==> src/rtl/vproc_pkg.sv <==
// vproc_pkg: shared decode types, opcode constants and field widths for the vector decode stage
package vproc_pkg;
  localparam int OPC_W = 3;
  localparam int WB_W = 2;
  localparam int EX_W = 5;
  localparam int MEM_W = 4;
  localparam int RT_W = 3;
  localparam int BUNDLE_FIXED_W = EX_W + MEM_W + WB_W + RT_W + 1;
  typedef enum logic [RT_W-1:0] {
    RT_S2V = 3'b000,
    RT_VS  = 3'b001,
    RT_S   = 3'b010,
    RT_VV  = 3'b011,
    RT_SI  = 3'b100,
    RT_SS  = 3'b101
  } regtype_e;
  localparam logic [OPC_W-1:0] OP_MOV = 3'b000;
  localparam logic [OPC_W-1:0] OP_S2V = 3'b001;
  localparam logic [OPC_W-1:0] OP_BRA = 3'b010;
  localparam logic [OPC_W-1:0] OP_BRB = 3'b011;
  localparam logic [OPC_W-1:0] OP_VSA = 3'b100;
  localparam logic [OPC_W-1:0] OP_VV  = 3'b101;
  localparam logic [OPC_W-1:0] OP_VSB = 3'b110;
  localparam logic [OPC_W-1:0] OP_SS  = 3'b111;
  typedef struct packed {
    regtype_e rt;
    logic     dt;
    logic     imm_sel;
  } dec_attr_t;
  // load/store (funct=1) shares the vector-scalar operand shape
  function automatic dec_attr_t dec_attr(input logic funct, input logic [OPC_W-1:0] opcode);
    dec_attr_t a;
    a = '{RT_VS, 1'b1, 1'b0};
    if (!funct) begin
      case (opcode)
        OP_MOV:         a = '{RT_S, 1'b0, 1'b1};
        OP_S2V:         a = '{RT_S2V, 1'b1, 1'b0};
        OP_BRA, OP_BRB: a = '{RT_SI, 1'b0, 1'b1};
        OP_VSA, OP_VSB: a = '{RT_VS, 1'b1, 1'b0};
        OP_VV:          a = '{RT_VV, 1'b1, 1'b0};
        default:        a = '{RT_SS, 1'b0, 1'b0};
      endcase
    end
    return a;
  endfunction
endpackage

==> src/rtl/vdec_fields.sv <==
// vdec_fields: combinational split of an instruction into its decoded bundle and register masks
module vdec_fields
  import vproc_pkg::*;
#(
  parameter int REG_AW = 3,
  parameter int IMM_W = 8,
  localparam int INSTR_W = 6 + 2 * REG_AW + IMM_W,
  localparam int NR = 2 ** REG_AW
) (
  input  logic [INSTR_W-1:0] i_instr,
  output logic [EX_W-1:0]    o_ex,
  output logic [MEM_W-1:0]   o_mem,
  output logic [WB_W-1:0]    o_wb,
  output logic [REG_AW-1:0]  o_oper1,
  output logic [REG_AW-1:0]  o_oper2,
  output logic [REG_AW-1:0]  o_oper3,
  output logic [IMM_W-1:0]   o_imm,
  output logic [RT_W-1:0]    o_regtype,
  output logic               o_destype,
  output logic [NR-1:0]      o_src_s,
  output logic [NR-1:0]      o_src_v,
  output logic [NR-1:0]      o_dst_s,
  output logic [NR-1:0]      o_dst_v
);
  localparam logic [NR-1:0] ONE = 1;
  logic              w_funct;
  logic [OPC_W-1:0]  w_opc;
  logic [REG_AW-1:0] w_o1, w_o2, w_o3;
  logic [NR-1:0]     w_m1, w_m2, w_m3;
  logic              w_use2, w_use3;
  dec_attr_t         w_attr;
  regtype_e          w_rt;
  assign {w_funct, w_opc, o_wb, w_o1, w_o2, o_imm} = i_instr;
  assign w_o3 = o_imm[IMM_W-1 -: REG_AW];
  assign w_attr = dec_attr(w_funct, w_opc);
  assign w_rt = w_attr.rt;
  assign w_use2 = w_rt inside {RT_S2V, RT_VS, RT_VV, RT_SS};
  assign w_use3 = w_rt inside {RT_VS, RT_VV, RT_SS};
  assign o_ex = {w_funct, w_opc, w_attr.imm_sel};
  assign o_mem = {w_funct, w_opc};
  assign o_oper1 = w_o1;
  assign o_oper2 = w_use2 ? w_o2 : '0;
  assign o_oper3 = w_use3 ? w_o3 : '0;
  assign o_regtype = w_rt;
  assign o_destype = w_attr.dt;
  assign w_m1 = ONE << w_o1;
  assign w_m2 = ONE << w_o2;
  assign w_m3 = ONE << w_o3;
  // immediate-form branches read their scalar from oper1
  assign o_src_s = (w_rt == RT_SI ? w_m1 : '0)
                 | (w_rt == RT_S2V || w_rt == RT_SS ? w_m2 : '0)
                 | (w_rt == RT_VS || w_rt == RT_SS ? w_m3 : '0);
  assign o_src_v = (w_rt == RT_VS || w_rt == RT_VV ? w_m2 : '0)
                 | (w_rt == RT_VV ? w_m3 : '0);
  assign o_dst_s = o_wb[0] && !w_attr.dt ? w_m1 : '0;
  assign o_dst_v = o_wb[0] && w_attr.dt ? w_m1 : '0;
endmodule

==> src/rtl/vector_decode_stage.sv <==
// vector_decode_stage: registered decode stage with scalar/vector scoreboard hazard stalls
module vector_decode_stage
  import vproc_pkg::*;
#(
  parameter int REG_AW = 3,
  parameter int IMM_W = 8,
  parameter int CNT_W = 16,
  localparam int INSTR_W = 6 + 2 * REG_AW + IMM_W,
  localparam int NR = 2 ** REG_AW
) (
  input  logic               clk,
  input  logic               rst_n,
  input  logic               in_valid,
  output logic               in_ready,
  input  logic [INSTR_W-1:0] in_instr,
  input  logic               flush,
  input  logic               wb_valid,
  input  logic               wb_vec,
  input  logic [REG_AW-1:0]  wb_addr,
  output logic               out_valid,
  input  logic               out_ready,
  output logic [EX_W-1:0]    out_ex,
  output logic [MEM_W-1:0]   out_mem,
  output logic [WB_W-1:0]    out_wb,
  output logic [REG_AW-1:0]  out_oper1,
  output logic [REG_AW-1:0]  out_oper2,
  output logic [REG_AW-1:0]  out_oper3,
  output logic [IMM_W-1:0]   out_imm,
  output logic [RT_W-1:0]    out_regtype,
  output logic               out_destype,
  output logic [CNT_W-1:0]   stall_cnt
);
  localparam int BW = BUNDLE_FIXED_W + 3 * REG_AW + IMM_W;
  localparam logic [NR-1:0] ONE = 1;
  logic [EX_W-1:0]   w_ex;
  logic [MEM_W-1:0]  w_mem;
  logic [WB_W-1:0]   w_wb;
  logic [REG_AW-1:0] w_o1, w_o2, w_o3;
  logic [IMM_W-1:0]  w_imm;
  logic [RT_W-1:0]   w_rt;
  logic              w_dt, w_hazard, w_acc;
  logic [NR-1:0]     w_src_s, w_src_v, w_dst_s, w_dst_v, w_clr_s, w_clr_v;
  logic [BW-1:0]     w_bundle, r_bundle;
  logic [NR-1:0]     r_pend_s, r_pend_v;
  logic              r_valid;
  logic [CNT_W-1:0]  r_stall;
  vdec_fields #(.REG_AW(REG_AW), .IMM_W(IMM_W)) u_fields (
    .i_instr(in_instr), .o_ex(w_ex), .o_mem(w_mem), .o_wb(w_wb),
    .o_oper1(w_o1), .o_oper2(w_o2), .o_oper3(w_o3), .o_imm(w_imm),
    .o_regtype(w_rt), .o_destype(w_dt),
    .o_src_s(w_src_s), .o_src_v(w_src_v), .o_dst_s(w_dst_s), .o_dst_v(w_dst_v)
  );
  assign w_bundle = {w_ex, w_mem, w_wb, w_o1, w_o2, w_o3, w_imm, w_rt, w_dt};
  // hazard looks only at the registered scoreboard; a same-cycle writeback does not bypass
  assign w_hazard = |((w_src_s | w_dst_s) & r_pend_s) | |((w_src_v | w_dst_v) & r_pend_v);
  assign in_ready = rst_n & (!r_valid | out_ready) & !w_hazard & !flush;
  assign w_acc = in_valid & in_ready;
  assign w_clr_s = wb_valid && !wb_vec ? ONE << wb_addr : '0;
  assign w_clr_v = wb_valid && wb_vec ? ONE << wb_addr : '0;
  always_ff @(posedge clk) begin
    if (!rst_n) begin
      r_valid <= 1'b0;
      r_bundle <= '0;
      r_pend_s <= '0;
      r_pend_v <= '0;
      r_stall <= '0;
    end else begin
      r_valid <= w_acc | (r_valid & !out_ready & !flush);
      if (w_acc) r_bundle <= w_bundle;
      r_pend_s <= (r_pend_s & ~w_clr_s) | (w_acc ? w_dst_s : '0);
      r_pend_v <= (r_pend_v & ~w_clr_v) | (w_acc ? w_dst_v : '0);
      if (in_valid && w_hazard && !(&r_stall)) r_stall <= r_stall + CNT_W'(1);
    end
  end
  assign out_valid = r_valid;
  assign {out_ex, out_mem, out_wb, out_oper1, out_oper2, out_oper3, out_imm, out_regtype, out_destype} = r_bundle;
  assign stall_cnt = r_stall;
endmodule

==> config.mk <==
export PLATFORM = sky130hd
export DESIGN_NAME = vector_decode_stage
export DESIGN_NICKNAME = d
export VERILOG_FILES = /design/src/rtl/vproc_pkg.sv /design/src/rtl/vdec_fields.sv /design/src/rtl/vector_decode_stage.sv
export SDC_FILE = /design/constraint.sdc
export NUM_CORES = 1
export LEC_CHECK = 0
export ABC_AREA = 1
export CORE_MARGIN = 2
export CORE_UTILIZATION = 30
export DETAILED_ROUTE_END_ITERATION = 8
export SLEW_MARGIN = 15
export SYNTH_ARGS = -nofsm -noshare
export SYNTH_HDL_FRONTEND = slang
export SYNTH_HIERARCHICAL = 1
export SYNTH_SLANG_ARGS = --single-unit
==> constraint.sdc <==
create_clock -name clk -period 7.21 [get_ports clk]
set_input_delay 1.442 -clock clk [delete_from_list [all_inputs] [get_ports clk]]
set_output_delay 1.442 -clock clk [all_outputs]
set_load 0.05 [all_outputs]
==> impl_metrics.json, run 1 <==
{
  "outcome": "completed",
  "cts.repair.resized": 0,
  "cts_buffers": 9,
  "cts_sinks": 65,
  "antennaDiodeCount": 0,
  "power_frac_seq_pct": 38.2,
  "critical_path_arrival_ps": 4410,
  "hpwl_mm": 9.163,
  "synthArstFlopShare_pct": 0,
  "worstSetupEndpointType": "output pin",
  "grt_pass1_vias": 4314,
  "fin_util_pct": 37.30,
  "tightest_slew_ps": 783.9,
  "cts_tree": "built",
  "synth_xor_area_share_pct": 1.340,
  "synth-seq-cells": 65,
  "start_util_pct": 30.44,
  "yosys_warnings": 6,
  "drv_slew": 0,
  "clkLatencyLatePin_ps": 340,
  "hp-class": "reg2reg",
  "fmax_mhz": 170.9,
  "setup_violations": 0,
  "ys_types": 35,
  "nNetsFinal": 841,
  "worstSetupPathType": "in2out",
  "synth_mux_area_share_pct": 0,
  "vias": 4648,
  "ios": 80,
  "yosys.area_share.simple_pct": 42.33,
  "grt_antenna_before_repair": 0,
  "pwr-share-comb_pct": 17.8,
  "grtUsageTotal_pct": 16.15,
  "first_iter_violations": 376,
  "p_int_uw": 692.6,
  "post_cts.repair.setup_buffers": 0,
  "period_needed_ps": 5852,
  "core_area_sq_mm": 0.01503,
  "syn_to_final_growth_pct": 22.53,
  "cts_root_buffer": "clkbuf_16",
  "fin_area_sq_mm": 0.005607,
  "synth_compound_area_share_pct": 7.903,
  "ant_nets": 0,
  "fin_tns_setup_ps": 0,
  "hold_ws_ps": 475.5,
  "clk_pin_slew_ps": 50,
  "slowest_stage": "clkdlybuf4s50_1",
  "ys_seq_area_share_pct": 28.44,
  "drtPass1Iterations": 5,
  "path_cells": "clkdlybuf4s50_1, nor2_2, nand2_4, nand3_1, nand3_1, nor2_1, nor2_1, nor2_1, nand2_1, nor2_1, nand2_1, nor4_1, clkdlybuf4s50_1",
  "timing.final.crit_share_pct": 81.16,
  "skew_ps": 8.016,
  "wl_mm": 12.77,
  "crit_top_cell": "nor2_1",
  "required_ps": 5770,
  "total_power_uw": 980.9,
  "hold_viol": 0,
  "final_common_cell": "nand2_1",
  "drt-vias-per-instance": 4.634,
  "power_leakage_uw": 0.002417,
  "h-tree-depth": 3,
  "grt-ovfl-total": 0,
  "drcViolationCount": 0,
  "max_cap_violations": 0,
  "numPortBuffers": 79,
  "relSlewSlack_pct": 47.68,
  "row_count": 45,
  "grt_pass1_wl_mm": 21.12,
  "die_width_um": 127.5,
  "grt_setup_unrepaired": "false",
  "synth_nets": 797,
  "dieArea_sq_mm": 0.01626,
  "gp_congestion": 0.9136,
  "switching_share_pct": 29.39,
  "cts_buffer_depth": 2,
  "synth_top_family_by_area": "simple AND/OR/NAND/NOR gates",
  "p_sw_uw": 288.3,
  "cellPowerDensity_mw_per_mm2": 174.9,
  "cts_hold_buf": 0,
  "fill_cells": 1663,
  "ir_drop_mv": 0.09670,
  "ys.flop_type": "dfxtp_1",
  "pwr-share-clk_pct": 44.0,
  "wl_per_cell_um": 12.73,
  "worstSetupStartpointType": "primary input",
  "drive_gt1_share_pct": 5.890,
  "grt_start_max_net_pins": 67,
  "syn_area_per_cell_sq_um": 5.973,
  "syn_inst": 766,
  "synthAdderAreaFrac_pct": 0.2734,
  "dpl_cell_area_sq_mm": 0.005310,
  "cp_max_fo": 10,
  "die_h_um": 127.5,
  "final_cell_mix": "nand2_1, inv_1, nor2_1",
  "syn_area_sq_mm": 0.004576,
  "synth_edf_count": 0,
  "cp_slowest_stage_delay_ps": 840
}
cell usage after synthesis, drive strengths merged (2+ instances only):
library cell	n	area, sq um
o21a	2	15.01
dfxtp	65	1301
buf	44	297.8
nand4	68	440.4
xnor2	2	17.52
nand2	165	651.9
clkbuf	7	26.28
nor3	6	51.30
xor2	5	43.79
nand3	50	265.3
nor2	129	514.2
a21oi	31	155.2
o21ai	36	183.9
inv	151	574.3
path summary, 6_finish.rpt:
kind / startpoint / depth (start not counted) / endpoint / slack, ps
setup / recovery: in_instr[19] / 13 / in_ready / 1360
hold reg to reg: r_pend_v[2]$_SDFF_PN0_ / 2 / r_pend_v[2]$_SDFF_PN0_ / 480
hold / removal: r_pend_v[2]$_SDFF_PN0_ / 2 / r_pend_v[2]$_SDFF_PN0_ / 480
setup reg to reg: out_valid$_SDFF_PN0_ / 8 / r_bundle[16]$_SDFFE_PN0N_ / 5040
cell families (layout without fill, tap and decap cells):
| logic type | Yosys count | after routing |
|---|---|---|
| DFF | 65 | 65 |
| buffers and inverters | 203 | 252 |
| AOI/OAI and AO/OA | 70 | 70 |
| adders and majority gates | 1 | 1 |
| and+or+nand+nor | 420 | 420 |
| xor gates and xnor gates | 7 | 7 |
power groups by stage:
stage | Clock [uW] | Sequential [uW] | Combinational [uW]
finish | 432 | 375 | 174
global route | 462 | 376 | 192
CTS | 444 | 375 | 175
detailed placement | 0 | 383 | 175
global placement | 0 | 383 | 175
floorplan | 0 | 416 | 87.6
metal layers:
layer	wire length, um	global-route usage (%)
met4	274	5.301
met2	5806	25.83
met3	567	4.481
met1	6124	21.06
met5	0	0
final cells by class:
type | instances | area, sq um | share of cell area (%)
Inverter | 152 | 578.1 | 10.31
Multi-Input combinational cell | 498 | 2372 | 42.31
Clock buffer | 9 | 225.2 | 4.017
Sequential cell | 65 | 1301 | 23.21
Timing Repair Buffer | 84 | 823.3 | 14.68
Clock inverter | 7 | 71.32 | 1.272
Tap cell | 188 | 235.2 | 4.195
flip-flops by register name (all words and copies together) (netlist names):
| name | cells |
|---|---|
| out_valid | 1 |
| r_pend_s | 8 |
| stall_cnt | 16 |
| r_bundle | 32 |
| r_pend_v | 8 |
worst max-delay path: cells and delay by family:
kind,cells,cell delay (ps)
and+or+nand+nor,11,1520
buffers and inverters,2,1430
per-stage QoR:
stage / std cells / worst slack [ps]
after floorplan: 766 / 1576
after detailed placement: 987 / 1367
after CTS: 1003 / 1355
after global placement: 987 / 1337
final: 1003 / 1358
after global routing: 1003 / 1106
Power figures use the tool's default switching activity.
==> run 2, diff against run 1 <==
==> constraint.sdc (replaced) <==
create_clock -name clk -period 5.9 [get_ports clk]
set_input_delay 1.18 -clock clk [delete_from_list [all_inputs] [get_ports clk]]
set_output_delay 1.18 -clock clk [all_outputs]
set_load 0.05 [all_outputs]
==> run 2 against run 1 <==
Compared with the run above: flip-flop and latch count is the same; cell count is the same; combinational power grew 22%; sequential share of layout area shrank 0.13 points; utilization grew 0.21 points; non-clock buffer count is the same; first-iteration DRC count grew 20%; clock-buffer cell count grew 1.
==> impl_metrics.json, run 2 (synthesis results as in run 1) <==
{
  "r2r_cells": 8,
  "endpoint": "in_ready",
  "largest_register_ffs": 32,
  "worstSetupPathType": "in2out",
  "setup_slack_ps": 1188,
  "drv_slew": 0,
  "drt-vias-per-instance": 4.575,
  "period_needed_ps": 4712,
  "cts_hold_buf": 0,
  "cp_slowest_stage_delay_ps": 590,
  "grt-ovfl-total": 0,
  "cellPowerDensity_mw_per_mm2": 223.9,
  "row_count": 45,
  "post_cts.repair.setup_buffers": 0,
  "cts_tree": "built",
  "final_cell_mix": "nand2_1, inv_1, nor2_1",
  "met1_length_mm": 6.043,
  "cp_top_family": "simple AND/OR/NAND/NOR gates",
  "cts_root_buffer": "clkbuf_16",
  "r2r-start": "out_valid$_SDFF_PN0_",
  "tightest_slew_ps": 753.5,
  "max_cap_violations": 0,
  "ant_nets": 0,
  "worstSetupStartpointType": "primary input",
  "grt_setup_unrepaired": "false",
  "final_common_cell": "nand2_1",
  "h-tree-depth": 3,
  "ios": 80,
  "vias": 4589,
  "start_util_pct": 30.44,
  "timing.final.crit_share_pct": 79.86,
  "wl_per_cell_um": 12.75,
  "wl_mm": 12.79,
  "fmax_mhz": 212.2,
  "route.met3.wl_um": 615,
  "regToRegEndpoint": "r_bundle[27]$_SDFFE_PN0N_",
  "clkLatencyLatePin_ps": 340,
  "max_flop_register": "r_bundle",
  "path_buf_inv": 3,
  "cts.repair.resized": 0,
  "clk_pin_slew_ps": 60,
  "skew_ps": 7.792,
  "hp-class": "reg2reg",
  "total_power_uw": 1263,
  "grt_pass1_wl_mm": 21.16,
  "drive_gt1_share_pct": 6.012,
  "fin_tns_setup_ps": 0,
  "highest_layer": "met4",
  "cts_sinks": 65,
  "path_cells": "clkdlybuf4s50_1, nor2_2, nand2_4, nand3_1, nand3_1, o21ai_1, nand2_1, inv_1, nand2_1, nor2_1, nand2_1, nor4_1, buf_4",
  "antennaDiodeCount": 0,
  "hpwl_mm": 9.215,
  "wl_met2_mm": 5.847,
  "relSlewSlack_pct": 49.71,
  "cp.depth": 13,
  "grt_antenna_before_repair": 0,
  "die_h_um": 127.5,
  "nNetsFinal": 841,
  "pre_cts_slack_ps": 1219,
  "dieArea_sq_mm": 0.01626,
  "critical_path_arrival_ps": 3530,
  "required_ps": 4720,
  "drtPass1Iterations": 5,
  "die_width_um": 127.5,
  "numPortBuffers": 79,
  "fin_util_pct": 37.50,
  "hold_viol": 0,
  "holdCritStartpoint": "r_pend_v[6]$_SDFF_PN0_",
  "cp_max_fo": 10,
  "drcViolationCount": 0,
  "grt_start_max_net_pins": 67,
  "worstSetupEndpointType": "output pin",
  "first_iter_violations": 451,
  "core_area_sq_mm": 0.01503,
  "syn_to_final_growth_pct": 23.22,
  "r2r_slack_ps": 3780,
  "cts_buffer_depth": 2,
  "crit_top_cell": "nand2_1",
  "setup_violations": 0,
  "grtUsageTotal_pct": 16.17,
  "outcome": "completed",
  "slowest_stage": "clkdlybuf4s50_1",
  "grt_pass1_vias": 4225,
  "power_leakage_uw": 0.002432,
  "cts_buffers": 9,
  "crit_start": "in_instr[19]",
  "ir_drop_mv": 0.1412,
  "gp_congestion": 0.8979,
  "hold_ws_ps": 482.3
}
-- run 2: cell types whose count changed in the layout (fill, tap and decap cells not counted) --
cell | before | now
buf_4 | 5 | 6
bufinv_16 | 1 | 2
clkbuf_8 | 0 | 1
clkdlybuf4s50_1 | 78 | 77
clkinv_2 | 2 | 0
-- run 2: through the flow --
stage	area, sq um	instances
CTS	5638	1003
finish	5638	1003
floorplan	4576	766
global route	5638	1003
detailed placement	5308	987
global placement	5308	987
-- run 2: worst min-delay path, delay by kind of cell, from the launching register on --
family / cells / cell delay, ps
AO/OA/AOI/OAI: 2 / 130
flip-flops: 1 / 310
-- run 2: how the worst min path moves through the flow --
stage / slack (ps) / depth (start not counted) / end
after global routing: 510 / 2 / r_pend_v[2]$_SDFF_PN0_
after CTS: 480 / 2 / r_pend_v[6]$_SDFF_PN0_
after floorplan: 450 / 2 / r_pend_s[4]$_SDFF_PN0_
after global placement: 460 / 2 / r_pend_s[3]$_SDFF_PN0_
final: 480 / 2 / r_pend_v[6]$_SDFF_PN0_
after detailed placement: 470 / 2 / r_pend_v[6]$_SDFF_PN0_
-- run 2: cell type report --
| cell class | count | area, sq um |
|---|---|---|
| fillers | 1664 | 9395 |
| well taps | 188 | 235.2 |
| repair buffers | 84 | 820.8 |
| multi-input cells | 498 | 2372 |
| flip-flops and latches | 65 | 1301 |
| inverters | 152 | 578.1 |
| clock buffers | 10 | 239.0 |
| clock inverters | 6 | 91.34 |
-- run 2: routing by layer --
layer / GRT usage, % / vias up
met1: 20.94 / 1969
met2: 26.45 / 125
met3: 3.643 / 23
li1: - / 2472
met5: 0 / -
met4: 5.688 / 0
-- run 2: power by group --
part | internal (uW) | switching, uW
Sequential | 452 | 6.36
Clock | 382 | 210
Combinational | 69.0 | 144
Total | 902 | 360
==> run 3, diff against run 2 <==
==> constraint.sdc (replaced) <==
create_clock -name clk -period 4.62 [get_ports clk]
set_input_delay 0.924 -clock clk [delete_from_list [all_inputs] [get_ports clk]]
set_output_delay 0.924 -clock clk [all_outputs]
set_load 0.05 [all_outputs]
==> run 3 against run 2 <==
Compared with the run above: clock skew decreased by 1.0 ps; combinational power increased by 29%; total power increased by 30%; via count increased by 0.83%; flip-flop and latch count unchanged; utilization increased by 0.41 points; critical path type unchanged; largest cell class unchanged.
==> impl_metrics.json, run 3 (synthesis results as in run 1) <==
{
  "drv_slew": 0,
  "fin_tns_setup_ps": 0,
  "ant_nets": 0,
  "drt-vias-per-instance": 4.595,
  "timing.final.crit_share_pct": 92.46,
  "max_cap_violations": 0,
  "cts_sinks": 65,
  "worstSetupStartpointType": "primary input",
  "outcome": "completed",
  "grt_setup_unrepaired": "false",
  "largest_register_ffs": 32,
  "post_cts.repair.setup_buffers": 0,
  "hp-class": "reg2reg",
  "drtPass1Iterations": 4,
  "cp_max_fo": 10,
  "grt_pass1_wl_mm": 21.31,
  "nNetsFinal": 845,
  "tightest_slew_ps": 721.0,
  "hpwl_mm": 9.552,
  "ios": 80,
  "gp_congestion": 0.9389,
  "worstSetupPathType": "in2out",
  "row_count": 45,
  "cts_buffer_depth": 2,
  "dieArea_sq_mm": 0.01626,
  "r2r_cells": 8,
  "grt_pass1_vias": 4199,
  "period_needed_ps": 4272,
  "grtUsageTotal_pct": 16.29,
  "start_util_pct": 30.44,
  "r2r-start": "stall_cnt[1]$_SDFFE_PN0P_",
  "ir_drop_mv": 0.1578,
  "antennaDiodeCount": 0,
  "cts_hold_buf": 0,
  "regToRegEndpoint": "stall_cnt[0]$_SDFFE_PN0P_",
  "setup_violations": 0,
  "critical_path_arrival_ps": 3350,
  "syn_to_final_growth_pct": 24.56,
  "cellPowerDensity_mw_per_mm2": 288.4,
  "max_flop_register": "r_bundle",
  "holdCritStartpoint": "r_pend_v[6]$_SDFF_PN0_",
  "core_area_sq_mm": 0.01503,
  "worstSetupEndpointType": "output pin",
  "grt_antenna_before_repair": 0,
  "grt-ovfl-total": 0,
  "cts_buffers": 9,
  "wl_per_cell_um": 12.72,
  "total_power_uw": 1643,
  "final_common_cell": "nand2_1",
  "cts.repair.resized": 0,
  "r2r_slack_ps": 2740,
  "die_h_um": 127.5,
  "clk_pin_slew_ps": 50,
  "wl_mm": 12.81,
  "cts_root_buffer": "clkbuf_16",
  "clkLatencyLatePin_ps": 340,
  "h-tree-depth": 3,
  "hold_viol": 0,
  "endpoint": "in_ready",
  "relSlewSlack_pct": 51.93,
  "drcViolationCount": 0,
  "cts_tree": "built",
  "first_iter_violations": 270,
  "drive_gt1_share_pct": 6.471,
  "grt_start_max_net_pins": 39,
  "numPortBuffers": 79,
  "required_ps": 3700,
  "fmax_mhz": 234.1,
  "die_width_um": 127.5,
  "final_cell_mix": "nand2_1, inv_1, nor2_1",
  "vias": 4627,
  "skew_ps": 6.748,
  "power_leakage_uw": 0.002466,
  "crit_start": "in_instr[18]"
}
## run 3: power by group
| group | total, uW | leakage, uW | switching [uW] | internal [uW] |
|---|---|---|---|---|
| Sequential | 585 | 0.000528 | 8.18 | 577 |
| Combinational | 275 | 0.00178 | 184 | 90.9 |
| Clock | 783 | 0.000162 | 257 | 526 |
| Total | 1640 | 0.00247 | 449 | 1190 |
## run 3: area by class of cell
cell class	instances	area [sq um]
tap	188	235.2
multi-input combinational	498	2377
sequential	65	1301
clock buffer	9	225.2
timing repair buffer	88	863.3
fill	1593	9334
inverter	152	578.1
clock inverter	7	118.9
## run 3: stage by stage
| stage | instance area, sq um | cells | util (%) | hold WS (ps) | worst slack, ps |
|---|---|---|---|---|---|
| final | 5699 | 1007 | 37.91 | 479.3 | 348.2 |
| after global routing | 5699 | 1007 | 37.91 | 507.9 | 23.53 |
| after CTS | 5694 | 1007 | 37.88 | 478.0 | 218.1 |
| after detailed placement | 5350 | 991 | 35.59 | 470.3 | 226.9 |
| after global placement | 5350 | 991 | 35.59 | 462.6 | 191.9 |
| after floorplan | 4576 | 766 | - | 452.5 | 22.40 |
## run 3: how the worst min path moves through the flow
stage | to | cells after the start
after floorplan | r_pend_s[4]$_SDFF_PN0_ | 2
after global placement | r_pend_v[6]$_SDFF_PN0_ | 2
after detailed placement | r_pend_v[6]$_SDFF_PN0_ | 2
after CTS | r_pend_v[6]$_SDFF_PN0_ | 2
after global routing | r_pend_s[4]$_SDFF_PN0_ | 2
final | r_pend_v[6]$_SDFF_PN0_ | 2
## run 3: critical path: stages
cell             delay (ps)
clkdlybuf4s50_1         670
nand2_1                 100
clkinv_1                170
nand2_4                 130
nand3_1                 100
nand3_1                 130
o21a_1                  210
nor2_1                  100
nand2_1                  60
nor2_1                   80
nand2_1                 100
nor4_1                  370
buf_12                  200
## run 3: per-layer routing
layer / share of wire (%) / global-route usage, %
met1: 48 / 21.91
met3: 4.3 / 3.434
met5: 0 / 0
met4: 2.3 / 6.206
met2: 45 / 25.61
